### src/rtl/vec_cfg_pkg.sv
// Shared definitions for the vector configuration controller: vtype layout,
// instruction kinds, FSM encoding and the latched request record.
package vec_cfg_pkg;

    localparam int VLMUL_LSB = 0;
    localparam int VSEW_LSB  = 3;
    localparam int VTA_BIT   = 6;
    localparam int VMA_BIT   = 7;
    localparam int VILL_BIT  = 31;

    localparam logic [31:0] VILL_VTYPE = 32'h8000_0000;
    localparam logic [2:0]  VLMUL_RSVD = 3'b100;

    typedef enum logic [1:0] {
        KIND_VSETVLI  = 2'd0,
        KIND_VSETIVLI = 2'd1,
        KIND_VSETVL   = 2'd2,
        KIND_RSVD     = 2'd3
    } cfg_kind_e;

    typedef enum logic [1:0] {
        ST_IDLE   = 2'd0,
        ST_CALC   = 2'd1,
        ST_COMMIT = 2'd2
    } state_e;

    typedef struct packed {
        cfg_kind_e   kind;
        logic [4:0]  rs1_idx;
        logic [4:0]  rd_idx;
        logic [31:0] rs1_data;
        logic [31:0] rs2_data;
        logic [10:0] zimm;
        logic [4:0]  uimm;
    } cfg_req_t;

endpackage

### src/rtl/vec_cfg_controller_vlmax_calc.sv
// VLMAX and SEW/LMUL legality for one candidate vtype; purely combinational.
module vlmax_calc
    import vec_cfg_pkg::*;
#(
    parameter int VLEN = 128,
    parameter int ELEN = 32
) (
    input  logic [2:0]  vsew,
    input  logic [2:0]  vlmul,
    output logic [31:0] vlmax,
    output logic        illegal
);

    logic [31:0] sew;
    logic [31:0] base;
    logic [3:0]  frac_sh;

    always_comb begin
        sew     = 32'd8 << vsew;
        base    = 32'(VLEN) >> (32'd3 + 32'(vsew));
        frac_sh = 4'd8 - {1'b0, vlmul};
        vlmax   = base;
        illegal = (sew > 32'(ELEN));
        if (vlmul == VLMUL_RSVD) begin
            illegal = 1'b1;
        end else if (vlmul[2]) begin
            // fractional LMUL: SEW must fit in ELEN*LMUL
            vlmax = base >> frac_sh;
            if (sew > (32'(ELEN) >> frac_sh)) illegal = 1'b1;
        end else begin
            vlmax = base << vlmul;
        end
    end

endmodule

### src/rtl/vec_cfg_controller.sv
// Sequences vsetvli/vsetivli/vsetvl: latch, compute vtype/VLMAX/AVL, then
// commit vl/vtype and write the new vl back to the scalar register file.
module vec_cfg_controller
    import vec_cfg_pkg::*;
#(
    parameter int VLEN = 128,
    parameter int ELEN = 32
) (
    input  logic        clock,
    input  logic        reset,
    input  logic        cfg_valid,
    output logic        cfg_ready,
    input  logic [1:0]  cfg_kind,
    input  logic [4:0]  rs1_idx,
    input  logic [4:0]  rd_idx,
    input  logic [31:0] rs1_data,
    input  logic [31:0] rs2_data,
    input  logic [10:0] zimm,
    input  logic [4:0]  uimm,
    input  logic        flush,
    output logic        rd_we,
    output logic [4:0]  rd_addr,
    output logic [31:0] rd_wdata,
    output logic [31:0] vl,
    output logic [31:0] vtype,
    output logic        vill,
    output logic        stall
);

    state_e      state_q, state_d;
    cfg_req_t    req_q, req_d;
    logic [31:0] vtype_new_q, vtype_new_d;
    logic [31:0] vlmax_q, vlmax_d;
    logic [31:0] avl_q, avl_d;
    logic [31:0] vl_q, vl_d;
    logic [31:0] vtype_q, vtype_d;
    logic        rd_we_q, rd_we_d;
    logic [4:0]  rd_addr_q, rd_addr_d;
    logic [31:0] rd_wdata_q, rd_wdata_d;

    logic [31:0] cand_vtype, cand_avl, calc_vlmax, commit_vl;
    logic        calc_ill, cand_ill;

    vlmax_calc #(.VLEN(VLEN), .ELEN(ELEN)) u_vlmax (
        .vsew    (cand_vtype[VSEW_LSB +: 3]),
        .vlmul   (cand_vtype[VLMUL_LSB +: 3]),
        .vlmax   (calc_vlmax),
        .illegal (calc_ill)
    );

    always_comb begin
        cand_vtype = req_q.rs2_data;
        case (req_q.kind)
            KIND_VSETVLI:  cand_vtype = {21'd0, req_q.zimm};
            KIND_VSETIVLI: cand_vtype = {22'd0, req_q.zimm[9:0]};
            default:       cand_vtype = req_q.rs2_data;
        endcase
        cand_ill = calc_ill || cand_vtype[VILL_BIT] || (|cand_vtype[VILL_BIT-1:VMA_BIT+1])
                   || (req_q.kind == KIND_RSVD);
        // rs1=x0 selects VLMAX when writing a real rd, otherwise keeps the current vl
        if (req_q.kind == KIND_VSETIVLI) cand_avl = {27'd0, req_q.uimm};
        else if (req_q.rs1_idx != 5'd0)  cand_avl = req_q.rs1_data;
        else if (req_q.rd_idx != 5'd0)   cand_avl = '1;
        else                             cand_avl = vl_q;
        commit_vl = (avl_q < vlmax_q) ? avl_q : vlmax_q;
    end

    always_comb begin
        state_d     = state_q;
        req_d       = req_q;
        vtype_new_d = vtype_new_q;
        vlmax_d     = vlmax_q;
        avl_d       = avl_q;
        vl_d        = vl_q;
        vtype_d     = vtype_q;
        rd_we_d     = 1'b0;
        rd_addr_d   = rd_addr_q;
        rd_wdata_d  = rd_wdata_q;
        case (state_q)
            ST_IDLE: begin
                if (cfg_valid && !flush) begin
                    req_d = '{kind: cfg_kind_e'(cfg_kind), rs1_idx: rs1_idx, rd_idx: rd_idx,
                              rs1_data: rs1_data, rs2_data: rs2_data, zimm: zimm, uimm: uimm};
                    state_d = ST_CALC;
                end
            end
            ST_CALC: begin
                if (flush) begin
                    state_d = ST_IDLE;
                end else begin
                    // an illegal vtype forces VLMAX to 0 so the commit yields vl=0
                    vtype_new_d = cand_ill ? VILL_VTYPE : cand_vtype;
                    vlmax_d     = cand_ill ? 32'd0 : calc_vlmax;
                    avl_d       = cand_avl;
                    state_d     = ST_COMMIT;
                end
            end
            ST_COMMIT: begin
                vl_d       = commit_vl;
                vtype_d    = vtype_new_q;
                rd_we_d    = 1'b1;
                rd_addr_d  = req_q.rd_idx;
                rd_wdata_d = commit_vl;
                state_d    = ST_IDLE;
            end
            default: state_d = ST_IDLE;
        endcase
    end

    always_ff @(posedge clock or negedge reset) begin
        if (!reset) begin
            state_q     <= ST_IDLE;
            req_q       <= '0;
            vtype_new_q <= VILL_VTYPE;
            vlmax_q     <= '0;
            avl_q       <= '0;
            vl_q        <= '0;
            vtype_q     <= VILL_VTYPE;
            rd_we_q     <= 1'b0;
            rd_addr_q   <= '0;
            rd_wdata_q  <= '0;
        end else begin
            state_q     <= state_d;
            req_q       <= req_d;
            vtype_new_q <= vtype_new_d;
            vlmax_q     <= vlmax_d;
            avl_q       <= avl_d;
            vl_q        <= vl_d;
            vtype_q     <= vtype_d;
            rd_we_q     <= rd_we_d;
            rd_addr_q   <= rd_addr_d;
            rd_wdata_q  <= rd_wdata_d;
        end
    end

    assign cfg_ready = (state_q == ST_IDLE);
    assign stall     = (state_q != ST_IDLE);
    assign vl        = vl_q;
    assign vtype     = vtype_q;
    assign vill      = vtype_q[VILL_BIT];
    assign rd_we     = rd_we_q;
    assign rd_addr   = rd_addr_q;
    assign rd_wdata  = rd_wdata_q;

endmodule

### config.mk
export PLATFORM = sky130hd
export DESIGN_NAME = vec_cfg_controller
export DESIGN_NICKNAME = d
export VERILOG_FILES = /design/src/rtl/vec_cfg_pkg.sv /design/src/rtl/vec_cfg_controller_vlmax_calc.sv /design/src/rtl/vec_cfg_controller.sv
export SDC_FILE = /design/constraint.sdc
export NUM_CORES = 1
export LEC_CHECK = 0
export BUFFER_PORTS_ARGS = -buffer_cell sky130_fd_sc_hd__buf_4
export CAP_MARGIN = 40
export CORE_UTILIZATION = 50
export CTS_CLUSTER_SIZE = 12
export DETAILED_ROUTE_END_ITERATION = 10
export PLACE_DENSITY = 0.76
export SLEW_MARGIN = 30
export SYNTH_ARGS = -nofsm -noshare
export SYNTH_HDL_FRONTEND = slang
export SYNTH_SLANG_ARGS = --single-unit
### constraint.sdc
create_clock -name clock -period 3.1 [get_ports clock]
set_input_delay 0 -clock clock [delete_from_list [all_inputs] [get_ports clock]]
set_output_delay 0 -clock clock [all_outputs]
set_load 0.05 [all_outputs]
==> flow_metrics.py <==
metrics = {
    "sta": {
        "setup_viol": 0,
        "fmax_mhz": 353,
        "relSlewSlack": 0.477,
        "maxSlewViolCount": 0,
        "timing.hold.ws_ns": 0.111,
        "fin_skew_ns": 0.0169,
        "layout_min_cycle_time_ns": 2.84,
        "hold_violations": 0,
        "worst_pin_slew_ns": 0.785,
        "rsz0062_at_grt": "no",
        "tns_ns": 0,
        "timing.final.crit_share": 0.915,
    },
    "floorplanning": {
        "rows": 52,
        "core_area_sq_um": 20200,
        "start_util": 0.509,
        "io_pins": 201,
        "fp.dieH_um": 146,
        "die-area_sq_um": 21200,
        "die_w_um": 146,
    },
    "clock_network": {
        "clk_pin_slew_ns": 0.06,
        "cts_tree": "done",
        "cts_setup_buffers": 0,
        "clockBufferDepth": 3,
        "numClockSinks": 240,
        "clock-root-buffer": "clkbuf_16",
        "clk_latency_ns": 0.52,
        "ctsHtreeMaxLevel": 1,
        "cts_buffers": 26,
    },
    "global_route": {
        "track_usage": 0.238,
        "grt_pass1_wl_um": 40900,
        "grt_max_degree": 107,
        "grt_pass1_vias": 8052,
        "antenna_found_initial": 0,
        "grt_overflow": 0,
    },
    "routing": {
        "viasPerCell": 5.28,
        "drt_pass1_iterations": 7,
        "vias": 7697,
        "final_antenna_net_count": 0,
        "drt-total-wl_um": 24400,
        "drc": 0,
        "drt_iter0_markers": 360,
        "routedWlPerCell_um": 16.7,
    },
    "synthesis": {
        "seq_area_frac_synth": 0.584,
        "ys_ff_latch": 240,
        "syn_nets": 1029,
        "netlist_area_sq_um": 10300,
        "ys_types": 51,
        "ys.flop_type": "dfrtp_1",
        "syn-instance-count": 916,
        "synth_edf_count": 0,
        "synth_area_leaders": "dfrtp_1 (58%), mux2_2 (10%), nand2_1 (6.1%), o221ai_1 (2.8%), and2_1 (2.7%)",
        "ys_async_sr_fraction": 1.00,
        "yosys_warnings": 0,
        "synth_top_area_frac": 0.578,
        "synth.avg_cell_area_sq_um": 11.2,
        "yosys.area.top_type": "dfrtp_1",
    },
    "cells_and_area": {
        "fin_area_sq_um": 13700,
        "layoutNonFillerInstCount": 1457,
        "final_common_cell": "dfrtp_1",
        "register_area_sq_um": 6010,
        "mostFrequentLayoutCells": "dfrtp_1 (237), buf_4 (215), nand2_1 (167)",
        "fillers": 1511,
        "multi_input_area_sq_um": 3810,
        "area_growth_pct": 33.0,
        "antenna_cells": 0,
        "nets": 1284,
        "drive_above_1_share": 0.313,
    },
    "critical_path": {
        "crit_path_start_kind": "flop",
        "worstPathRequired_ns": 3.52,
        "critPathKind": "flop to flop",
        "crit_fanout": 9,
        "r2r_slack_ns": 0.26,
        "worstSetupEndpointType": "flop",
        "worst_ep_arrival_time_ns": 3.26,
    },
    "power_and_ir_drop": {
        "p_leak_nw": 6.49,
        "p_total_w": 0.00926,
        "share_comb_of_total_power": 0.251,
        "ir_drop_v": 0.000561,
        "p_switching_w": 0.00289,
        "seqPwrFrac": 0.428,
        "p_sw_frac": 0.312,
        "power.density_nw_per_um2": 677,
        "power_frac_clock": 0.321,
        "internal_power_w": 0.00638,
    },
    "flow_run": {
        "cap_violations": 0,
    },
    "placement": {
        "placement.cell_area_sq_um": 11900,
        "finalWeightedCongestion": 0.861,
        "numPortBuffers": 200,
        "dpl.hpwl_um": 14800,
        "post-place-cells": 1319,
    },
    "outcome": {
        "outcome": "completed",
    },
    "hold_path": {
        "min_path_type": "primary input to flop",
    },
}
==> final timing paths <==
path                                       from  cells past startpoint          to
worst max-delay path                  req_q[91]                     11  vlmax_q[7]
worst min-delay path                  cfg_valid                      3  state_q[0]
worst max register to register        req_q[91]                     11  vlmax_q[7]
worst min register to register  vtype_new_q[11]                      2   vtype[11]
max in group asynchronous                 reset                      3   vtype[31]
min in group asynchronous                 reset                      2   avl_q[24]
==> synthesized netlist by cell type, types with 2 or more instances <==
cell type    n
a21oi_1     22
a31oi_1      7
and2_1      45
and3_1       2
buf_1        3
buf_4       33
clkbuf_1    49
dfrtp_1    238
dfstp_2      2
ha_1        17
inv_1       16
mux2_2      93
mux2i_1     21
nand2_1    167
nand2b_1     5
nand3_1     10
nand4_1      5
nor2_1      38
nor2b_1      4
nor3_1      11
nor3b_1      3
nor4_1      11
nor4b_1      2
o21a_1       2
o21ai_0     42
o221ai_1    33
o22ai_1      8
or4_1        3
xnor2_1      2
==> sequential cells by signal, summed over array words and instances (netlist names) <==
name         cells
avl_q           32
rd_addr          5
rd_wdata        32
rd_we            1
req_q           92
state_q          2
vlmax_q         12
vtype           32
vtype_new_q     32
==> per-stage QoR <==
| step | worst slack (ns) | utilization |
|---|---|---|
| floorplan | 0.0152 | - |
| global placement | 0.198 | 0.588 |
| detailed placement | 0.117 | 0.588 |
| CTS | 0.0324 | 0.676 |
| global route | 0.0283 | 0.677 |
| finish | 0.264 | 0.677 |
==> layer usage <==
metal	share of wire	vias to the layer above	GRT usage	wire (um)
met2	0.49	214	0.400	12000
li1	-	3644	-	-
met4	0.021	0	0.0658	502
met5	0	-	0	0
met1	0.45	3798	0.325	10900
met3	0.042	41	0.0342	1020
==> power groups by stage <==
stage,Combinational (W),Sequential (W),Clock [W]
detailed placement,0.00221,0.00400,0
finish,0.00232,0.00397,0.00297
floorplan,0.00136,0.00414,0
global placement,0.00217,0.00399,0
CTS,0.00231,0.00396,0.00304
global route,0.00254,0.00403,0.00315
==> area by class of cell <==
type / count / area share
well taps: 270 / 0.0247
clock inverters: 5 / 0.00183
clock buffers: 39 / 0.0592
multi-input cells: 572 / 0.278
inverters: 18 / 0.00521
repair buffers: 313 / 0.192
flip-flops and latches: 240 / 0.439
==> critical path: stages (launching register included) <==
cell      delay (ns)
dfrtp_2         0.47
mux2i_2         0.28
clkinv_2        0.09
nor2_2          0.19
ha_2            0.37
nand3_1         0.11
ha_1            0.24
a21o_1          0.18
a21oi_1         0.25
o311ai_4        0.15
nand2b_1        0.25
o22ai_1         0.16
==> cells by family (layout without fill, tap and decap cells) <==
group / Yosys count / after routing / share of synthesized area
AOI/OAI and AO/OA: 125 / 125 / 0.0787
xor gates and xnor gates: 3 / 3 / 0.00255
adders and majority gates: 17 / 17 / 0.0207
buffers and inverters: 104 / 375 / 0.0507
DFF: 240 / 240 / 0.584
muxes: 115 / 115 / 0.124
and+or+nand+nor: 312 / 312 / 0.140
==> timing repair <==
action / CTS / global route
hold buffers: 94 / 0
endpoints found under the setup margin: 0 / 16
endpoints found under the hold margin: 196 / 0
resized for setup: 0 / 4
Note: power is estimated with default switching activity, not from simulation.
